==> src/rtl/key_request_latch.sv <==
// Key conditioning ahead of the 8-3 priority encoder: synchronize, debounce and
// latch active-low key presses; the encoder's code acknowledges the served request.
module key_request_latch #(
   parameter int unsigned DB_CYCLES = 4
) (
   input  logic       iClk,
   input  logic       iRst,
   input  logic [7:0] iKey,
   input  logic       iEnable,
   input  logic       iAckValid,
   input  logic [2:0] iAckCode,
   output logic [7:0] oReq,
   output logic       oEI,
   output logic       oAny
);

   localparam int unsigned NKEY  = 8;
   localparam int unsigned CNT_W = 16;
   localparam logic [CNT_W-1:0] CNT_LAST = CNT_W'(DB_CYCLES - 1);

   logic [NKEY-1:0]  sync1;
   logic [NKEY-1:0]  sync2;
   logic [NKEY-1:0]  acc;
   logic [NKEY-1:0]  acc_next;
   logic [NKEY-1:0]  press;
   logic [NKEY-1:0]  ack_clr;
   logic [NKEY-1:0]  pending;
   logic [NKEY-1:0]  pend_next;
   logic [NKEY-1:0]  req;
   logic             any;
   logic             ei;
   logic [CNT_W-1:0] cnt      [NKEY];
   logic [CNT_W-1:0] cnt_next [NKEY];

   // Per-bit debounce: a level is accepted only after DB_CYCLES consecutive mismatches
   always_comb begin
      acc_next = acc;
      press    = '0;
      for (int i = 0; i < NKEY; i++) begin
         cnt_next[i] = '0;
         if (sync2[i] != acc[i]) begin
            if (cnt[i] == CNT_LAST) begin
               acc_next[i] = sync2[i];
               press[i]    = ~sync2[i];
            end else begin
               cnt_next[i] = cnt[i] + CNT_W'(1);
            end
         end
      end
   end

   // Code 000 serves bit 7, code 111 serves bit 0
   always_comb begin
      ack_clr = '0;
      if (iAckValid) begin
         ack_clr[3'd7 - iAckCode] = 1'b1;
      end
   end

   // A press landing on the same edge as its ack keeps the bit pending
   assign pending   = ~req;
   assign pend_next = (pending & ~ack_clr) | press;

   always_ff @(posedge iClk or posedge iRst) begin
      if (iRst) begin
         sync1 <= '1;
         sync2 <= '1;
         acc   <= '1;
         req   <= '1;
         any   <= 1'b0;
         ei    <= 1'b1;
         for (int i = 0; i < NKEY; i++) begin
            cnt[i] <= '0;
         end
      end else begin
         sync1 <= iKey;
         sync2 <= sync1;
         acc   <= acc_next;
         req   <= ~pend_next;
         any   <= |pend_next;
         ei    <= ~iEnable;
         for (int i = 0; i < NKEY; i++) begin
            cnt[i] <= cnt_next[i];
         end
      end
   end

   assign oReq = req;
   assign oAny = any;
   assign oEI  = ei;

endmodule
==> config.mk <==
export PLATFORM = sky130hd
export DESIGN_NAME = key_request_latch
export DESIGN_NICKNAME = d
export VERILOG_FILES = /design/src/rtl/key_request_latch.sv
export SDC_FILE = /design/constraint.sdc
export NUM_CORES = 1
export LEC_CHECK = 0
export CAP_MARGIN = 25
export CORE_AREA = 2 2 107 161
export DETAILED_ROUTE_END_ITERATION = 10
export DIE_AREA = 0 0 109 163
export PLACE_DENSITY = 0.63
export SETUP_SLACK_MARGIN = 0.1
export SYNTH_ARGS = -nofsm -noshare
export SYNTH_HDL_FRONTEND = slang
export SYNTH_SLANG_ARGS = --single-unit
export TNS_END_PERCENT = 5
==> constraint.sdc <==
create_clock -name iClk -period 15.1 [get_ports iClk]
set_clock_uncertainty 0.05 [all_clocks]
set_input_delay 3.02 -clock iClk [delete_from_list [all_inputs] [get_ports iClk]]
set_output_delay 3.02 -clock iClk [all_outputs]
set_load 0.02 [all_outputs]
==> results.py, run 1 <==
metrics = {
    "timing": {
        "finalCriticalPeriod_ps": 4675,
        "fmax_ghz": 0.2139,
        "finalSetupViolCount": 0,
        "slew_headroom_pct": 63.89,
        "setup_ws_ps": 10430,
        "drv_slew": 0,
        "whs_ps": 305.7,
        "rsz0062_at_grt": "false",
        "worst_pin_slew_ps": 540.3,
        "hold_viol": 0,
        "period_share_pct": 30.96,
        "tns_ps": 0,
    },
    "grt": {
        "antenna_found_initial": 0,
        "grt_pass1_vias": 5104,
        "grt.overflow.total": 0,
        "grt_max_degree": 86,
        "grt_pass1_wl_um": 23810,
        "track_usage_pct": 16.97,
    },
    "run_status": {
        "status": "finished, final reports clean",
    },
    "clock_network": {
        "holdBufCountCts": 0,
        "clock_path_buffers": 2,
        "root_buffer": "clkbuf_16",
        "htreeDepth": 4,
        "cts_sinks": 162,
        "cts_setup_buffers": 0,
        "cts_resized": 0,
        "cts.clk_slew.worst_paths_ps": 60,
        "worstSkewPairLatency_ps": 430,
        "cts_buffers": 17,
        "cts_tree": "built",
    },
    "worst_setup_path": {
        "crit_chain": "clkdlybuf4s50_1",
        "slowest_delay_ps": 650,
        "path_delay_family": "buffers and inverters",
        "slowest_stage": "clkdlybuf4s50_1",
        "end_kind": "primary output",
        "cp.required_ps": 12030,
        "cp-start-kind": "flip-flop",
        "crit_path_max_fanout": 2,
        "r2r-start": "cnt[0]",
        "rrSetupSlack_ps": 13030,
        "crit_arrival_ps": 1600,
        "cp_num_buf_inv": 1,
        "path_class": "reg2out",
        "crit_start": "oReq[2]",
    },
    "routing": {
        "first_pass_iters": 4,
        "drt_wl_total_um": 13790,
        "via_count": 5053,
        "drt_iter0_drc": 209,
        "ant_nets": 0,
        "vias_per_cell": 5.297,
        "drcViolationCount": 0,
        "routedWlPerCell_um": 14.45,
    },
    "cells_and_area": {
        "fin_area_um2": 8382,
        "final_nets": 754,
        "stdcell_count": 954,
        "syn2layout_area_growth_pct": 15.34,
        "fin_util_pct": 50.88,
        "diodes": 0,
        "drive_above_1_share_pct": 10.62,
    },
    "placement": {
        "place_hpwl_um": 9469,
        "postPlaceCellArea_um2": 7745,
        "dp_slack_ps": 9722,
        "gp_congestion": 0.7991,
        "post-place-cells": 921,
        "portBuffers": 24,
    },
    "yosys": {
        "async_flop_share_pct": 100.0,
        "syn_inst": 694,
        "synth_area_um2": 7267,
        "ys_types": 29,
        "synth_warnings": 0,
        "syn_area_per_cell_um2": 10.47,
        "ys_seq_area_share_pct": 56.35,
        "synth_edf_count": 0,
        "synthFlopType": "dfrtp_1",
        "synth-seq-cells": 162,
        "syn-num-nets": 717,
    },
    "pwr": {
        "ir_worst_vdd_mv": 0.06169,
        "finalPower_mw": 1.182,
        "p_leak_nw": 3.547,
        "power.density_nw_per_um2": 141.0,
    },
    "floorplan": {
        "die_y_um": 163,
        "rows": 58,
        "fp.dieW_um": 109,
        "dieArea_um2": 17770,
        "ios": 25,
        "start_util_pct": 44.11,
        "core_um2": 16470,
    },
    "flow_run": {
        "cap_violations": 0,
    },
    "min_path": {
        "hold_class": "reg2reg",
        "worstHoldStart": "sync1[6]",
    },
}
[logic make-up (layout without fill, tap and decap cells)]
logic type | count (synthesis) | in the layout | synth area share (%)
muxes | 7 | 7 | 1.085
xor gates and xnor gates | 109 | 109 | 13.14
DFF | 162 | 162 | 56.35
buffers and inverters | 24 | 74 | 1.395
AOI/OAI and AO/OA | 31 | 31 | 2.669
adders and majority gates | 8 | 8 | 1.377
and+or+nand+nor | 353 | 353 | 23.98
[placed cells by master (no fill, tap or decap), drive strengths merged, types with 3 or more instances in the layout]
| cell | count |
|---|---|
| and3 | 27 |
| clkbuf | 23 |
| nor4 | 17 |
| nand3 | 36 |
| o32a | 7 |
| nand2b | 3 |
| nor4b | 7 |
| ha | 8 |
| nor3 | 25 |
| dfrtp | 129 |
| xnor2 | 42 |
| o21ai | 12 |
| a21oi | 11 |
| clkdlybuf4s50 | 24 |
| buf | 3 |
| bufinv | 3 |
| inv | 15 |
| nand2 | 50 |
| nand4 | 33 |
| mux2 | 7 |
| xor2 | 67 |
| dfstp | 33 |
| or3 | 11 |
| clkinvlp | 3 |
| clkinv | 3 |
| nor2 | 134 |
| and4 | 6 |
[report_power, final]
part           internal, mW  switching (mW)  total (mW)
logic                0.0748           0.126       0.201
registers             0.496          0.0445       0.540
clock network         0.273           0.168       0.441
[path summary, 6_finish.rpt]
kind	to	cells after the start
max reg2reg	cnt[11]	5
min reg2reg	sync2[6]	0
min	sync2[6]	0
min in group asynchronous	cnt[127]	2
max	oReq[2]	1
max in group asynchronous	acc[3]	5
[per-layer routing]
| layer | vias up | wire (um) | GRT usage, % |
|---|---|---|---|
| met3 | 16 | 517 | 4.642 |
| met5 | - | 0 | 0 |
| met4 | 0 | 246 | 6.469 |
| li1 | 2451 | - | - |
| met2 | 57 | 7102 | 28.77 |
| met1 | 2529 | 5922 | 20.34 |
[area by class of cell]
class                   count  area [um2]
multi-input cells         508        3070
clock buffers              23       478.0
flip-flops and latches    162        4095
clock inverters             9       131.4
fillers                  1458        8092
well taps                 210       262.8
repair buffers             27       282.8
inverters                  15       61.31
[cells in the mapped netlist (6+ instances only)]
library cell  number  area share (%)
nand2_1           50             2.6
and3_1            27             2.3
o32a_1             7            0.96
xnor2_1           42             5.1
o21ai_0           12            0.83
mux2_2             7             1.1
xor2_1            67             8.1
or3_1             11            0.95
nand4_1           30             2.6
nor3_1            24             1.7
nand3_1           36             2.5
and4_1             6            0.72
nor4_1            16             1.4
ha_1               8             1.4
dfstp_2           33              12
buf_2              9            0.62
dfrtp_1          129              44
a21oi_1           11            0.76
nor4b_1            6            0.72
nor2_1           134             6.9
inv_1             15            0.77
[flip-flops by register name, indices dropped and copies added (netlist names)]
signal / count
sync2: 8
oEI: 1
oReq: 8
acc: 8
oAny: 1
cnt: 128
sync1: 8
No activity file was read; power rests on OpenSTA's default activity.
==> run 2: changes to the inputs <==
- PLACE_DENSITY: 0.63 -> 0.65
- clock period: 15.1 -> 4.05 ns (I/O delays scaled with it)
==> run 2 against run 1 <==
Sequential share of layout area decreased by 0.12 points. Register-to-register slack got worse by 11000 ps. Critical path depth is the same. Design area up 0.25%. First-iteration DRC count increased by 10%. Via count rose by 0.14%. Clock power grew to 3.9 times the previous value. Largest power group unchanged.
==> results.py, run 2 (same netlist as run 1, synthesis figures left out) <==
metrics = {
    "timing": {
        "fmax_ghz": 0.4078,
        "finalCriticalPeriod_ps": 2452,
        "whs_ps": 302.1,
        "tns_ps": 0,
        "finalSetupViolCount": 0,
        "slew_headroom_pct": 56.18,
        "drv_slew": 0,
        "rsz0062_at_grt": "false",
        "worst_pin_slew_ps": 657.3,
        "period_share_pct": 60.54,
        "hold_viol": 0,
    },
    "worst_setup_path": {
        "cp_num_buf_inv": 1,
        "slowest_delay_ps": 640,
        "r2r-start": "cnt[64]",
        "rrSetupSlack_ps": 1990,
        "r2r_cells": 5,
        "slowest_stage": "clkdlybuf4s50_1",
        "crit_start": "oReq[4]",
        "path_class": "reg2out",
        "end_kind": "primary output",
        "path_delay_family": "buffers and inverters",
        "crit_cells": 1,
        "crit_path_max_fanout": 2,
        "r2r-end": "cnt[66]",
        "crit_arrival_ps": 1590,
        "crit_end": "oReq[4]",
        "cp-start-kind": "flip-flop",
        "crit_chain": "clkdlybuf4s50_1",
        "cp.required_ps": 3190,
    },
    "floorplan": {
        "core_um2": 16470,
        "ios": 25,
        "fp.dieW_um": 109,
        "rows": 58,
        "die_y_um": 163,
        "dieArea_um2": 17770,
        "start_util_pct": 44.11,
    },
    "cells_and_area": {
        "diodes": 0,
        "fin_util_pct": 51.01,
        "fill_cells": 1454,
        "largest_register_ffs": 128,
        "final_cell_mix": "134 x nor2_1, 129 x dfrtp_1, 67 x xor2_1",
        "final_nets": 753,
        "regMostFlops": "cnt",
        "layout_commonest_cell": "nor2_1",
        "drive_above_1_share_pct": 10.77,
        "syn2layout_area_growth_pct": 15.63,
    },
    "placement": {
        "place_hpwl_um": 9271,
        "portBuffers": 24,
        "gp_congestion": 0.8488,
    },
    "clock_network": {
        "root_buffer": "clkbuf_16",
        "cts_buffers": 17,
        "cts_sinks": 162,
        "cts_resized": 0,
        "clock_path_buffers": 2,
        "holdBufCountCts": 0,
        "htreeDepth": 4,
        "cts_tree": "built",
        "cts_setup_buffers": 0,
        "worstSkewPairLatency_ps": 420,
        "cts.clk_slew.worst_paths_ps": 70,
    },
    "grt": {
        "track_usage_pct": 16.66,
        "grt.overflow.total": 0,
        "grt_pass1_vias": 5176,
        "grt_max_degree": 94,
        "grt_pass1_wl_um": 23650,
        "antenna_found_initial": 0,
    },
    "routing": {
        "routedWlPerCell_um": 14.01,
        "drt_iter0_drc": 230,
        "vias_per_cell": 5.310,
        "ant_nets": 0,
        "via_count": 5060,
        "dr.max_layer_used": "met4",
        "wl_met2_um": 6902,
        "met1Wirelength_um": 5756,
        "drt_wl_total_um": 13360,
        "first_pass_iters": 7,
        "wl_met3_um": 555,
        "drcViolationCount": 0,
    },
    "pwr": {
        "power_switching_mw": 1.260,
        "seqPwrFrac_pct": 44.9,
        "p_clk_share_pct": 38.5,
        "comb_power_share_pct": 16.6,
        "ir_worst_vdd_mv": 0.2986,
        "internal-power_mw": 3.210,
        "p_leak_nw": 3.548,
        "power.share.switching_pct": 28.19,
        "power.density_nw_per_um2": 532.0,
    },
    "run_status": {
        "status": "finished, final reports clean",
    },
    "flow_run": {
        "cap_violations": 0,
    },
    "min_path": {
        "hold_class": "reg2reg",
        "worstHoldStart": "sync1[7]",
    },
}
==> run 2: cell types whose count changed in the layout (fill, tap and decap cells not counted), sizes merged <==
cell	before	now
buf	3	2
clkinv	3	1
clkinvlp	3	5
bufinv	3	4
inv	15	16
clkbuf	23	21
==> run 2: power by group through the flow <==
stage                     registers [mW]  logic, mW  clock network, mW
after global placement              2.03      0.729                  0
after floorplan                     2.04      0.510                  0
after global routing                2.04      0.842               1.84
after detailed placement            2.04      0.751                  0
after CTS                           2.01      0.757               1.76
final                               2.01      0.741               1.72
==> run 2: per-stage QoR <==
stage	total power, mW	instance area (um2)	setup WS, ps	cells
final	4.470	8403	1598	953
after global routing	4.717	8403	1549	953
after CTS	4.526	8403	1572	953
after detailed placement	2.788	7756	1785	921
after global placement	2.762	7756	1842	921
after floorplan	2.550	7271	1160	694
==> run 2: cell type report <==
type,instances,area (um2),share of cell area [%]
clock inverter,11,176.4,2.099
multi-input combinational,508,3070,36.54
timing repair buffer,26,267.8,3.186
inverter,15,60.06,0.7147
clock buffer,21,470.5,5.599
sequential,162,4095,48.73
tap,210,262.8,3.127
==> run 2: worst min-delay path by stage <==
stage	endpoint	slack, ps	cells after the start
after global placement	sync2[0]	300	0
after detailed placement	sync2[2]	300	0
final	sync2[7]	300	0
after global routing	sync2[7]	310	0
after floorplan	sync2[0]	300	0
after CTS	sync2[7]	300	0
==> run 2: layer usage <==
layer,vias up,track usage (%)
met1,2507,20.12
met4,0,6.469
met5,-,0
met2,77,27.98
met3,14,4.602
li1,2462,-
==> run 3: changes to the inputs <==
- PLACE_DENSITY: 0.65 -> 0.63
- clock period: 4.05 -> 2.41 ns (I/O delays scaled with it)
==> run 3 against run 2 <==
Critical path depth stayed put. Total power is 73% higher. Combinational power is 69% higher. Worst setup slack worse by 1300 ps. Via count hardly changed. Cell count is 0.21% higher. Count of clock-buffer cells in the layout stayed put. Clock power is 80% higher. Global-route usage is 0.77 points higher. Critical path type unchanged.
==> results.py, run 3 (same netlist as run 1, synthesis figures left out) <==
metrics = {
    "run_status": {
        "status": "finished, final reports clean",
    },
    "cells_and_area": {
        "diodes": 0,
        "final_cell_mix": "134 x nor2_1, 129 x dfrtp_1, 67 x xor2_1",
        "fin_util_pct": 51.48,
        "regMostFlops": "cnt",
        "drive_above_1_share_pct": 10.87,
        "final_nets": 755,
        "fin_area_um2": 8481,
        "layout_commonest_cell": "nor2_1",
        "syn2layout_area_growth_pct": 16.70,
        "largest_register_ffs": 128,
    },
    "routing": {
        "drt_iter0_drc": 228,
        "routedWlPerCell_um": 14.35,
        "first_pass_iters": 5,
        "vias_per_cell": 5.304,
        "ant_nets": 0,
        "via_count": 5065,
        "drcViolationCount": 0,
        "drt_wl_total_um": 13700,
    },
    "worst_setup_path": {
        "r2r_cells": 5,
        "cp.required_ps": 1880,
        "path_delay_family": "buffers and inverters",
        "crit_path_max_fanout": 2,
        "cp_num_buf_inv": 1,
        "slowest_delay_ps": 610,
        "crit_cells": 1,
        "cp-start-kind": "flip-flop",
        "slowest_stage": "clkdlybuf4s50_1",
        "path_class": "reg2out",
        "end_kind": "primary output",
        "crit_chain": "clkdlybuf4s50_1",
        "crit_arrival_ps": 1600,
    },
    "pwr": {
        "p_leak_nw": 3.596,
        "ir_worst_vdd_mv": 0.4443,
        "power.density_nw_per_um2": 910.7,
    },
    "timing": {
        "slew_headroom_pct": 65.46,
        "finalSetupViolCount": 0,
        "finalCriticalPeriod_ps": 2128,
        "worst_pin_slew_ps": 516.8,
        "hold_viol": 0,
        "rsz0062_at_grt": "false",
        "period_share_pct": 88.29,
        "fmax_ghz": 0.4700,
        "drv_slew": 0,
    },
    "floorplan": {
        "rows": 58,
        "ios": 25,
        "fp.dieW_um": 109,
        "dieArea_um2": 17770,
        "die_y_um": 163,
        "core_um2": 16470,
        "start_util_pct": 44.11,
    },
    "grt": {
        "grt.overflow.total": 0,
        "track_usage_pct": 17.43,
        "grt_pass1_wl_um": 24580,
        "grt_max_degree": 52,
        "antenna_found_initial": 0,
        "grt_pass1_vias": 5315,
    },
    "clock_network": {
        "root_buffer": "clkbuf_16",
        "cts_tree": "built",
        "cts_setup_buffers": 0,
        "htreeDepth": 4,
        "clock_path_buffers": 2,
        "holdBufCountCts": 0,
        "cts_sinks": 162,
        "cts_resized": 0,
        "cts_buffers": 17,
        "worstSkewPairLatency_ps": 420,
        "cts.clk_slew.worst_paths_ps": 60,
    },
    "placement": {
        "gp_congestion": 0.8291,
        "portBuffers": 24,
        "place_hpwl_um": 9711,
        "postPlaceCellArea_um2": 7796,
    },
    "flow_run": {
        "cap_violations": 0,
    },
    "min_path": {
        "hold_class": "reg2reg",
        "hold_depth": 0,
    },
}
-- run 3: cell count changes in the layout (fill, tap and decap cells not counted) --
cell        delta
clkinvlp_4     -4
buf_12         +2
clkinv_4       +2
clkbuf_8       -1
bufinv_16      +2
clkbuf_1       +1
-- run 3: worst paths after layout --
check | to | from | slack (ps)
setup / recovery | oReq[3] | oReq[3] | 280
hold / removal | sync2[0] | sync1[0] | 310
setup reg to reg | cnt[75] | cnt[64] | 410
hold reg to reg | sync2[0] | sync1[0] | 310
max in group asynchronous | acc[5] | iRst | 1250
min in group asynchronous | cnt[88] | iRst | 370
-- run 3: routing by layer --
metal | wire length [um] | track usage [%] | vias to the layer above
met4 | 303 | 7.867 | 0
met3 | 474 | 3.962 | 21
li1 | - | - | 2460
met1 | 5732 | 20.81 | 2521
met2 | 7192 | 29.59 | 63
met5 | 0 | 0 | -
-- run 3: layout make-up --
type / instances / area [um2]
fill: 1422 / 7993
timing repair buffer: 28 / 307.8
clock buffer: 21 / 460.4
multi-input combinational: 508 / 3070
inverter: 15 / 60.06
sequential: 162 / 4095
tap: 210 / 262.8
clock inverter: 11 / 224.0
-- run 3: power breakdown --
group	total (mW)	internal, mW	switching [mW]
clock network	3.09	2.01	1.08
logic	1.25	0.472	0.780
registers	3.38	3.11	0.279
total	7.72	5.59	2.13
-- run 3: stage by stage --
step / hold slack, ps / cells / TNS [ps] / total power, mW / worst slack, ps
floorplan: 295.2 / 694 / -19590 / 4.285 / -151.9
finish: 305.8 / 955 / 0 / 7.723 / 282.2
detailed placement: 297.5 / 923 / 0 / 4.705 / 428.8
global placement: 295.8 / 923 / 0 / 4.649 / 470.8
global route: 308.3 / 955 / 0 / 8.139 / 170.0
CTS: 306.5 / 955 / 0 / 7.827 / 261.3
